--- config.mk ---
export PLATFORM = sky130hd
export DESIGN_NAME = xillybus_spi_bridge
export DESIGN_NICKNAME = d
export VERILOG_FILES = /design/src/rtl/xillybus_spi_pkg.sv /design/src/rtl/xillybus_spi_resp_fifo.sv /design/src/rtl/xillybus_spi_bridge.sv
export SDC_FILE = /design/constraint.sdc
export NUM_CORES = 1
export LEC_CHECK = 0
export CAP_MARGIN = 0
export CORE_MARGIN = 2
export CORE_UTILIZATION = 50
export DETAILED_ROUTE_END_ITERATION = 10
export MAX_ROUTING_LAYER = met4
export PLACE_DENSITY_LB_ADDON = 0.12
export SLEW_MARGIN = 20
export SYNTH_ARGS = -nofsm -noshare
export SYNTH_HDL_FRONTEND = slang
export SYNTH_SLANG_ARGS = --single-unit
--- constraint.sdc ---
create_clock -name bus_clk -period 3 [get_ports bus_clk]
set_clock_uncertainty 0.15 [all_clocks]
set_input_delay 0.3 -clock bus_clk [delete_from_list [all_inputs] [get_ports bus_clk]]
set_output_delay 0.3 -clock bus_clk [all_outputs]
set_load 0.005 [all_outputs]
--- src/rtl/xillybus_spi_pkg.sv ---
// rtl/xillybus_spi_pkg.sv - shared constants and FSM encoding for the Xillybus SPI bridge
// Contents:
//   TX_LSB/TX_MSB  tx byte field of a command word
//   KEEP_CS_BIT    command bit that keeps chip select low after the byte
//   RESP_PAD_W     zero padding above the rx byte in a response word
//   spi_state_e    engine states
package xillybus_spi_pkg;

  localparam int TX_LSB      = 0;
  localparam int TX_MSB      = 7;
  localparam int KEEP_CS_BIT = 8;
  localparam int RESP_PAD_W  = 24;

  typedef enum logic [2:0] {
    ST_IDLE  = 3'd0,
    ST_SETUP = 3'd1,
    ST_SHIFT = 3'd2,
    ST_GAP   = 3'd3,
    ST_HOLD  = 3'd4
  } spi_state_e;

endpackage

--- src/rtl/xillybus_spi_resp_fifo.sv ---
// rtl/xillybus_spi_resp_fifo.sv - synchronous response FIFO with flush and registered empty
// Ports:
//   clk, rst_n    clock, asynchronous active-low reset
//   flush_i       synchronous clear of contents and read data
//   push_i        write push_data_i (dropped only if full without a pop)
//   pop_i         read strobe; pop_data_o valid next cycle, ignored when empty
//   empty_o       registered empty flag
//   count_o       current occupancy
module xillybus_spi_resp_fifo #(
  parameter int DEPTH = 16
) (
  input  logic                     clk,
  input  logic                     rst_n,
  input  logic                     flush_i,
  input  logic                     push_i,
  input  logic [7:0]               push_data_i,
  input  logic                     pop_i,
  output logic [7:0]               pop_data_o,
  output logic                     empty_o,
  output logic [$clog2(DEPTH):0]   count_o
);

  localparam int AW = $clog2(DEPTH);
  localparam logic [AW:0] FULL_CNT = (AW+1)'(DEPTH);

  logic [7:0]    mem_q [DEPTH];
  logic [AW-1:0] wr_ptr_q, rd_ptr_q;
  logic [AW:0]   count_q, count_d;
  logic          empty_q;
  logic [7:0]    rdata_q;
  logic          do_push, do_pop;

  assign do_pop  = pop_i && !empty_q;
  // A pop in the same cycle frees the slot, so a full FIFO still accepts the push.
  assign do_push = push_i && ((count_q != FULL_CNT) || do_pop);

  always_comb begin
    count_d = count_q;
    case ({do_push, do_pop})
      2'b10:   count_d = count_q + 1'b1;
      2'b01:   count_d = count_q - 1'b1;
      default: count_d = count_q;
    endcase
  end

  always_ff @(posedge clk) begin
    if (do_push && !flush_i) begin
      mem_q[wr_ptr_q] <= push_data_i;
    end
  end

  always_ff @(posedge clk or negedge rst_n) begin
    if (!rst_n) begin
      wr_ptr_q <= '0;
      rd_ptr_q <= '0;
      count_q  <= '0;
      empty_q  <= 1'b1;
      rdata_q  <= '0;
    end else if (flush_i) begin
      wr_ptr_q <= '0;
      rd_ptr_q <= '0;
      count_q  <= '0;
      empty_q  <= 1'b1;
      rdata_q  <= '0;
    end else begin
      if (do_push) wr_ptr_q <= wr_ptr_q + 1'b1;
      if (do_pop) begin
        rdata_q  <= mem_q[rd_ptr_q];
        rd_ptr_q <= rd_ptr_q + 1'b1;
      end
      count_q <= count_d;
      empty_q <= (count_d == '0);
    end
  end

  assign pop_data_o = rdata_q;
  assign empty_o    = empty_q;
  assign count_o    = count_q;

endmodule

--- src/rtl/xillybus_spi_bridge.sv ---
// rtl/xillybus_spi_bridge.sv - byte-oriented SPI master between Xillybus write_spi/read_spi streams
// Ports:
//   bus_clk, bus_reset_n         clock, asynchronous active-low reset
//   quiesce                      synchronous abort and flush
//   user_w_write_spi_*           command stream: [7:0] tx byte, [8] keep_cs
//   user_r_read_spi_*            response stream: {24'h0, rx byte}
//   spi_sclk/mosi/miso/cs_n      SPI mode 0 bus
module xillybus_spi_bridge
  import xillybus_spi_pkg::*;
#(
  parameter int CLK_DIV    = 4,
  parameter int RESP_DEPTH = 16
) (
  input  logic        bus_clk,
  input  logic        bus_reset_n,
  input  logic        quiesce,
  input  logic        user_w_write_spi_wren,
  input  logic [31:0] user_w_write_spi_data,
  output logic        user_w_write_spi_full,
  input  logic        user_w_write_spi_open,
  input  logic        user_r_read_spi_rden,
  output logic [31:0] user_r_read_spi_data,
  output logic        user_r_read_spi_empty,
  output logic        user_r_read_spi_eof,
  input  logic        user_r_read_spi_open,
  output logic        spi_sclk,
  output logic        spi_mosi,
  input  logic        spi_miso,
  output logic        spi_cs_n
);

  localparam int DIV_W = (CLK_DIV > 1) ? $clog2(CLK_DIV) : 1;
  localparam logic [DIV_W-1:0] DIV_LAST = DIV_W'(CLK_DIV - 1);
  localparam int CNT_W = $clog2(RESP_DEPTH) + 1;

  spi_state_e             state_q, state_d;
  logic                   buf_valid_q, buf_valid_d;
  logic [KEEP_CS_BIT:0]   buf_data_q, buf_data_d;
  logic                   full_q, full_d;
  logic [7:0]             tx_q, tx_d, rx_q, rx_d;
  logic                   keep_q, keep_d;
  logic [DIV_W-1:0]       div_q, div_d;
  logic [3:0]             bit_q, bit_d;
  logic                   sclk_q, sclk_d, mosi_q, mosi_d, cs_n_q, cs_n_d;
  logic                   push_q, push_d, eof_q, eof_d;

  logic [CNT_W-1:0]       fifo_count;
  logic                   fifo_empty, room, div_end, load;
  logic [7:0]             fifo_rdata;
  logic                   cmd_unused;

  assign cmd_unused = ^user_w_write_spi_data[31:KEEP_CS_BIT+1];
  assign div_end    = (div_q == DIV_LAST);
  assign load       = user_w_write_spi_wren && !full_q;
  // A push still in flight (push_q) will occupy a slot next cycle.
  assign room = push_q ? (fifo_count < CNT_W'(RESP_DEPTH - 1))
                       : (fifo_count < CNT_W'(RESP_DEPTH));

  always_comb begin
    state_d     = state_q;
    buf_valid_d = buf_valid_q;
    buf_data_d  = buf_data_q;
    tx_d        = tx_q;
    rx_d        = rx_q;
    keep_d      = keep_q;
    div_d       = div_q;
    bit_d       = bit_q;
    sclk_d      = sclk_q;
    mosi_d      = mosi_q;
    cs_n_d      = cs_n_q;
    push_d      = 1'b0;

    if (load) begin
      buf_valid_d = 1'b1;
      buf_data_d  = user_w_write_spi_data[KEEP_CS_BIT:TX_LSB];
    end

    case (state_q)
      ST_IDLE: begin
        if (buf_valid_q && room) begin
          state_d     = ST_SETUP;
          buf_valid_d = 1'b0;
          tx_d        = buf_data_q[TX_MSB:TX_LSB];
          keep_d      = buf_data_q[KEEP_CS_BIT];
          mosi_d      = buf_data_q[TX_MSB];
          cs_n_d      = 1'b0;
          div_d       = '0;
        end
      end
      ST_SETUP: begin
        div_d = div_q + 1'b1;
        if (div_end) begin
          state_d = ST_SHIFT;
          div_d   = '0;
          bit_d   = '0;
          sclk_d  = 1'b1;
          rx_d    = {rx_q[6:0], spi_miso};
        end
      end
      ST_SHIFT: begin
        div_d = div_q + 1'b1;
        if (div_end) begin
          div_d = '0;
          if (sclk_q) begin
            sclk_d = 1'b0;
            bit_d  = bit_q + 4'd1;
            tx_d   = {tx_q[6:0], 1'b0};
            mosi_d = tx_q[6];
          end else if (bit_q == 4'd8) begin
            push_d  = 1'b1;
            state_d = keep_q ? ST_GAP : ST_HOLD;
          end else begin
            sclk_d = 1'b1;
            rx_d   = {rx_q[6:0], spi_miso};
          end
        end
      end
      ST_GAP: begin
        if (buf_valid_q && room) begin
          // Skip SETUP: preload one cycle of low phase so mosi leads the rise.
          state_d     = ST_SHIFT;
          buf_valid_d = 1'b0;
          tx_d        = buf_data_q[TX_MSB:TX_LSB];
          keep_d      = buf_data_q[KEEP_CS_BIT];
          mosi_d      = buf_data_q[TX_MSB];
          div_d       = DIV_LAST;
          bit_d       = '0;
        end else if (!user_w_write_spi_open) begin
          state_d = ST_HOLD;
          div_d   = '0;
        end
      end
      ST_HOLD: begin
        div_d = div_q + 1'b1;
        if (div_end) begin
          state_d = ST_IDLE;
          div_d   = '0;
          cs_n_d  = 1'b1;
        end
      end
      default: state_d = ST_IDLE;
    endcase

    if (quiesce) begin
      state_d     = ST_IDLE;
      buf_valid_d = 1'b0;
      div_d       = '0;
      bit_d       = '0;
      sclk_d      = 1'b0;
      mosi_d      = 1'b0;
      cs_n_d      = 1'b1;
      push_d      = 1'b0;
    end

    full_d = quiesce | buf_valid_d;
    eof_d  = !quiesce && user_r_read_spi_open && !user_w_write_spi_open &&
             !buf_valid_q && (state_q == ST_IDLE) && fifo_empty;
  end

  always_ff @(posedge bus_clk or negedge bus_reset_n) begin
    if (!bus_reset_n) begin
      state_q     <= ST_IDLE;
      buf_valid_q <= 1'b0;
      buf_data_q  <= '0;
      full_q      <= 1'b0;
      tx_q        <= '0;
      rx_q        <= '0;
      keep_q      <= 1'b0;
      div_q       <= '0;
      bit_q       <= '0;
      sclk_q      <= 1'b0;
      mosi_q      <= 1'b0;
      cs_n_q      <= 1'b1;
      push_q      <= 1'b0;
      eof_q       <= 1'b0;
    end else begin
      state_q     <= state_d;
      buf_valid_q <= buf_valid_d;
      buf_data_q  <= buf_data_d;
      full_q      <= full_d;
      tx_q        <= tx_d;
      rx_q        <= rx_d;
      keep_q      <= keep_d;
      div_q       <= div_d;
      bit_q       <= bit_d;
      sclk_q      <= sclk_d;
      mosi_q      <= mosi_d;
      cs_n_q      <= cs_n_d;
      push_q      <= push_d;
      eof_q       <= eof_d;
    end
  end

  xillybus_spi_resp_fifo #(
    .DEPTH (RESP_DEPTH)
  ) u_resp_fifo (
    .clk         (bus_clk),
    .rst_n       (bus_reset_n),
    .flush_i     (quiesce || !user_r_read_spi_open),
    .push_i      (push_q),
    .push_data_i (rx_q),
    .pop_i       (user_r_read_spi_rden),
    .pop_data_o  (fifo_rdata),
    .empty_o     (fifo_empty),
    .count_o     (fifo_count)
  );

  assign user_w_write_spi_full = full_q;
  assign user_r_read_spi_data  = {{RESP_PAD_W{1'b0}}, fifo_rdata};
  assign user_r_read_spi_empty = fifo_empty;
  assign user_r_read_spi_eof   = eof_q;
  assign spi_sclk              = sclk_q;
  assign spi_mosi              = mosi_q;
  assign spi_cs_n              = cs_n_q;

endmodule

==> results of run 1 <==
==> critical path, stage by stage, from the launching register on <==
cell and delay (ns):
dfstp_2 0.56, nor2b_1 0.06, nand2b_1 0.16, inv_1 0.11, ha_1 0.35, a21oi_1 0.22
a21boi_0 0.16, or4_1 0.49, a31oi_1 0.27, and2_1 0.16
==> metrics by stage <==
step | total power, mW | hold WS (ns) | instances
floorplan | 3.74 | -0.146 | 572
detailed placement | 3.97 | 0.237 | 801
global placement | 3.93 | 0.211 | 801
global route | 6.32 | 0.326 | 834
finish | 6.06 | 0.295 | 834
CTS | 6.10 | 0.315 | 834
==> Yosys cell counts, types with 2 or more instances <==
| master | count |
|---|---|
| a21o_1 | 2 |
| a21oi_1 | 13 |
| a221oi_1 | 8 |
| a22o_1 | 8 |
| a31oi_1 | 4 |
| and2_1 | 4 |
| and3_1 | 3 |
| and3b_1 | 3 |
| and4_1 | 2 |
| buf_1 | 5 |
| buf_2 | 10 |
| buf_4 | 26 |
| clkbuf_1 | 8 |
| dfrtp_1 | 61 |
| dfstp_2 | 2 |
| edfxtp_1 | 128 |
| ha_1 | 11 |
| inv_1 | 12 |
| mux2_2 | 20 |
| mux2i_1 | 9 |
| mux4_2 | 32 |
| nand2_1 | 35 |
| nand2b_1 | 3 |
| nand3_1 | 11 |
| nand3b_1 | 2 |
| nand4_1 | 2 |
| nor2_1 | 39 |
| nor2b_1 | 6 |
| nor3_1 | 3 |
| nor4b_1 | 2 |
| o21ai_0 | 15 |
| o21ai_1 | 13 |
| o32ai_1 | 4 |
| o41ai_2 | 2 |
| or3_1 | 4 |
| or4_1 | 2 |
| xnor2_1 | 6 |
| xor2_1 | 5 |
==> routing by layer <==
layer	track usage	vias to the layer above	wire length, µm
li1	-	2149	-
met1	0.273	2423	7500
met2	0.327	114	8190
met3	0.0320	23	597
met4	0.0721	0	289
met5	-	-	0
==> worst paths after layout <==
check / to / slack (ns)
max in group asynchronous: u_resp_fifo.rd_ptr_q[0] / 1.73
min: u_resp_fifo.pop_data_o[3] / 0.30
max reg2reg: u_resp_fifo.count_o[3] / 0.27
min reg2reg: u_resp_fifo.pop_data_o[2] / 0.33
max: u_resp_fifo.count_o[3] / 0.27
min in group bus_clk: buf_data_q[3] / 0.33
==> power by group <==
part	leakage, nW	total [mW]	internal (mW)	switching, mW
combinational	1.18	0.762	0.350	0.413
sequential	2.02	3.15	2.99	0.158
clock	0.285	2.15	1.15	1.00
total	3.48	6.06	4.49	1.57
==> area by class of cell <==
cell class / count / area (µm²)
clock buffer: 20 / 468
clock inverter: 12 / 97.6
fill: 1284 / 6930
inverter: 12 / 45.0
multi-input combinational: 319 / 2680
sequential: 191 / 5420
tap: 220 / 275
timing repair buffer: 60 / 548
==> sequential cells by signal (all words and copies together), names as in the netlist, 2 cells and up <==
name                    flops
rx_q                        8
tx_q                        7
u_resp_fifo.wr_ptr_q        4
bit_q                       4
u_resp_fifo.count_o         5
div_q                       2
state_q                     3
u_resp_fifo.mem_q         128
u_resp_fifo.pop_data_o      8
buf_data_q                  9
u_resp_fifo.rd_ptr_q        4
==> kinds of logic (layout without fill, tap and decap cells) <==
| kind of cell | after synthesis | count (layout) | synth area share |
|---|---|---|---|
| multiplexers | 61 | 61 | 0.124 |
| other | 1 | 24 | 0.000448 |
| AO/OA/AOI/OAI | 83 | 83 | 0.0781 |
| flip-flops | 191 | 191 | 0.648 |
| XOR/XNOR | 11 | 11 | 0.0115 |
| buffers and inverters | 62 | 104 | 0.0419 |
| AND/OR/NAND/NOR | 128 | 128 | 0.0772 |
| adder cells (fa/ha/maj) | 12 | 12 | 0.0188 |
==> impl_metrics.yaml, run 1 <==
clock_network:
  cts_resized: 0
  cts_tree: "yes"
  cts_buffer_depth: 2
  htree_levels: 4
  post-cts-setup-buffer-count: 0
  cts.sinks: 191
  cts_hold_buffers: 1
  cts_root_buf: "clkbuf_16"
  cts_buffers: 17
  path_clk_slew_ns: 0.07
  insertion_delay_ns: 0.43
yosys:
  postSynthCellCount: 549
  synth-edff-count: 128
  ys_types: 62
  syn_avg_cell_area_um2: 15.2
  synth_top_area_cell: "edfxtp_1"
  synth_seq_cells: 191
  synth_warnings: 0
  ys_async_sr_fraction: 0.330
  yosysSeqAreaShare: 0.648
  syn_area_um2: 8370
  netlist_top_cells_area: "edfxtp_1 (46%), dfrtp_1 (18%), mux4_2 (8.6%)"
  synth.top_cell.area_share: 0.459
  synthFlopType: "edfxtp_1"
final_layout:
  utilization: 0.579
  area_growth_syn_to_layout_pct: 14.0
  layout_common_cells: "edfxtp_1 (128), dfrtp_1 (60), nor2_1 (39)"
  layout.nets: 653
  design_area_um2: 9540
  final_common_cell: "edfxtp_1"
  drive_gt1_frac: 0.212
  antennaDiodeCount: 0
place:
  dp_hpwl_um: 10800
  post-place-ws_ns: 0.0148
  port_buffers: 30
  gp_congestion: 0.812
  dpl_cell_area_um2: 8960
power_and_ir_drop:
  p_leak_nw: 3.48
  vdd_ir_drop_max_uv: 442
  powerDensity_nw_per_um2: 636
worst_setup_path:
  worstSetupStartpoint: "u_resp_fifo.empty_o"
  startpoint_type: "flip-flop"
  crit_type: "reg -> reg"
  reg2reg_depth: 9
  worstSetupEndpointType: "flip-flop"
  critPathMaxFanout: 4
  crit_required_ns: 3.22
  r2r_start: "u_resp_fifo.empty_o"
  arrival_ns: 2.95
job:
  cap_violations: 0
die:
  fp-row-count: 47
  fp.dieH_um: 133
  dieArea_um2: 17800
  fp.coreArea_um2: 16500
  start_util: 0.508
  fp.dieW_um: 133
  pin_count: 78
global_route:
  grt_max_degree: 38
  grt_overflow: 0
  track_usage: 0.206
  antenna_found_initial: 0
  grt_pass1_wl_um: 26500
  grt_pass1_vias: 4755
sta:
  hold_violations: 0
  setup_viol: 0
  slew_viol_final: 0
  fmax_mhz: 366
  fin_tns_setup_ns: 0
  layout_setup_ws_ns: 0.267
  min_period_ns: 2.73
  rsz0062_at_grt: "no"
  worstMarginPinSlew_ns: 0.910
  max_slew_margin: 0.392
  post-route-period-util: 0.911
routing:
  drtIter0Drc: 437
  ant_nets: 0
  via_count: 4709
  wl_per_cell_um: 19.9
  viasPerCell: 5.65
  routed_wl_um: 16600
  drcViolationCount: 0
  dr.pass1.iters: 5
min_path:
  min-delay-path-class: "in -> async"
outcome:
  status: "finished, final reports clean"
(Power assumes the default switching activity.)
==> run 2, diff against run 1 <==
--- a/config.mk
+++ b/config.mk
@@ -6,7 +6,7 @@
 export NUM_CORES = 1
 export LEC_CHECK = 0
 export CAP_MARGIN = 0
-export CORE_MARGIN = 2
+export CORE_MARGIN = 4
 export CORE_UTILIZATION = 50
 export DETAILED_ROUTE_END_ITERATION = 10
 export MAX_ROUTING_LAYER = met4
==> run 2 against run 1 <==
Total power barely moved; wire length fell by 2.0%; final cell count up 0.12%; register-to-register slack worse by 0.02 ns; clock-buffer cell count grew 2; fmax fell by 0.75%; sequential share of layout area is 0.052 points lower; largest power group unchanged.
==> impl_metrics.yaml, run 2 (same netlist as run 1, synthesis figures left out) <==
outcome:
  status: "finished, final reports clean"
sta:
  worstMarginPinSlew_ns: 0.944
  setup_viol: 0
  rsz0062_at_grt: "no"
  post-route-period-util: 0.918
  min_period_ns: 2.75
  hold_violations: 0
  layout_setup_ws_ns: 0.247
  max_slew_margin: 0.370
  fin_tns_setup_ns: 0
  fmax_mhz: 363
  slew_viol_final: 0
die:
  fp.dieH_um: 137
  fp.dieW_um: 137
  fp-row-count: 47
  dieArea_um2: 18900
  start_util: 0.508
  pin_count: 78
  fp.coreArea_um2: 16500
power_and_ir_drop:
  p_int_mw: 4.54
  power_switching_mw: 1.52
  comb_power_share: 0.125
  powerDensity_nw_per_um2: 636
  p_total_mw: 6.07
  swShare: 0.251
  pwr-share-seq: 0.518
  vdd_ir_drop_max_uv: 468
  p_clk_frac: 0.357
  p_leak_nw: 3.48
worst_setup_path:
  worstSetupEndpointType: "flip-flop"
  arrival_ns: 2.97
  r2r_start: "u_resp_fifo.empty_o"
  path_delay_family: "simple AND/OR/NAND/NOR gates"
  crit_path_max_incr_delay_ns: 0.56
  reg2reg_slack_ns: 0.25
  crit_required_ns: 3.21
  startpoint_type: "flip-flop"
  path_buf_inv: 1
  reg2reg_depth: 9
  reg2reg_to: "u_resp_fifo.count_o[3]"
  crit_type: "reg -> reg"
  cp_slowest_cell: "dfstp_2"
  crit_chain: "nor2b_1 > nand2b_1 > inv_1 > ha_1 > a21oi_1 > a21boi_0 > or4_1 > a31oi_1 > and2_1"
  critPathMaxFanout: 4
place:
  post-place-ws_ns: -0.0565
  dpl_cell_area_um2: 8970
  dp_hpwl_um: 10800
  gp_congestion: 0.815
  port_buffers: 30
final_layout:
  drive_gt1_frac: 0.210
  largest_reg_flops: 128
  layout_common_cells: "edfxtp_1 (128), dfrtp_1 (60), nor2_1 (39)"
  area_growth_syn_to_layout_pct: 14.1
  design_area_um2: 9550
  final_common_cell: "edfxtp_1"
  antennaDiodeCount: 0
  reg.largest.list: "u_resp_fifo.mem_q (128), buf_data_q (9)"
  layout.nets: 654
  regMostFlops: "u_resp_fifo.mem_q"
clock_network:
  cts_tree: "yes"
  path_clk_slew_ns: 0.07
  insertion_delay_ns: 0.43
  cts_hold_buffers: 1
  htree_levels: 4
  cts_root_buf: "clkbuf_16"
  cts_buffers: 17
  post-cts-setup-buffer-count: 0
  cts_resized: 0
  cts.sinks: 191
  cts_buffer_depth: 2
global_route:
  grt_overflow: 0
  antenna_found_initial: 0
  grt_max_degree: 32
  track_usage: 0.192
  grt_pass1_vias: 4677
  grt_pass1_wl_um: 25800
routing:
  viasPerCell: 5.51
  ant_nets: 0
  routed_wl_um: 16200
  drtIter0Drc: 336
  via_count: 4599
  dr.pass1.iters: 4
  drcViolationCount: 0
  wl_per_cell_um: 19.4
min_path:
  min-delay-path-class: "in -> async"
job:
  cap_violations: 0
-- run 2: cell count changes in the layout (fill, tap and decap cells not counted) --
cell / before / now
clkinvlp_4: 0 / 1
clkbuf_1: 1 / 3
clkinv_4: 4 / 1
clkbuf_8: 1 / 2
inv_8: 2 / 1
bufinv_16: 0 / 1
inv_4: 2 / 0
inv_6: 2 / 4
clkbuf_16: 18 / 17
buf_4: 27 / 28
-- run 2: per-stage QoR --
step,hold slack [ns],util,cells
global placement,0.0968,0.545,802
global route,0.210,0.580,835
detailed placement,0.102,0.545,802
finish,0.185,0.580,835
CTS,0.190,0.580,835
floorplan,-0.146,-,572
-- run 2: metal layers --
layer / part of all wire / track usage
met1: 0.45 / 0.260
met5: 0 / -
met4: 0.014 / 0.0621
met3: 0.058 / 0.0343
met2: 0.48 / 0.297
-- run 2: worst max path at each step --
stage / end / startpoint / depth (start not counted) / slack [ns]
finish: u_resp_fifo.count_o[3] / u_resp_fifo.empty_o / 9 / 0.25
detailed placement: u_resp_fifo.count_o[3] / user_r_read_spi_rden / 10 / -0.06
global route: u_resp_fifo.count_o[3] / u_resp_fifo.empty_o / 9 / 0.15
CTS: u_resp_fifo.count_o[3] / u_resp_fifo.empty_o / 9 / 0.26
global placement: u_resp_fifo.count_o[3] / user_r_read_spi_rden / 10 / 0.13
floorplan: u_resp_fifo.count_o[3] / u_resp_fifo.empty_o / 10 / 0.38
-- run 2: power by group through the flow --
stage / clock (mW) / sequential (mW) / combinational (mW)
global route: 2.33 / 3.17 / 0.855
finish: 2.17 / 3.14 / 0.757
CTS: 2.21 / 3.14 / 0.767
detailed placement: 0 / 3.20 / 0.764
global placement: 0 / 3.19 / 0.737
floorplan: 0 / 3.14 / 0.607
-- run 2: final cells by class --
type	instances	area, µm²
well taps	220	275
flip-flops and latches	191	5420
clock inverters	10	103
multi-input cells	319	2680
repair buffers	61	556
inverters	12	45.0
clock buffers	22	464
fillers	1309	6920
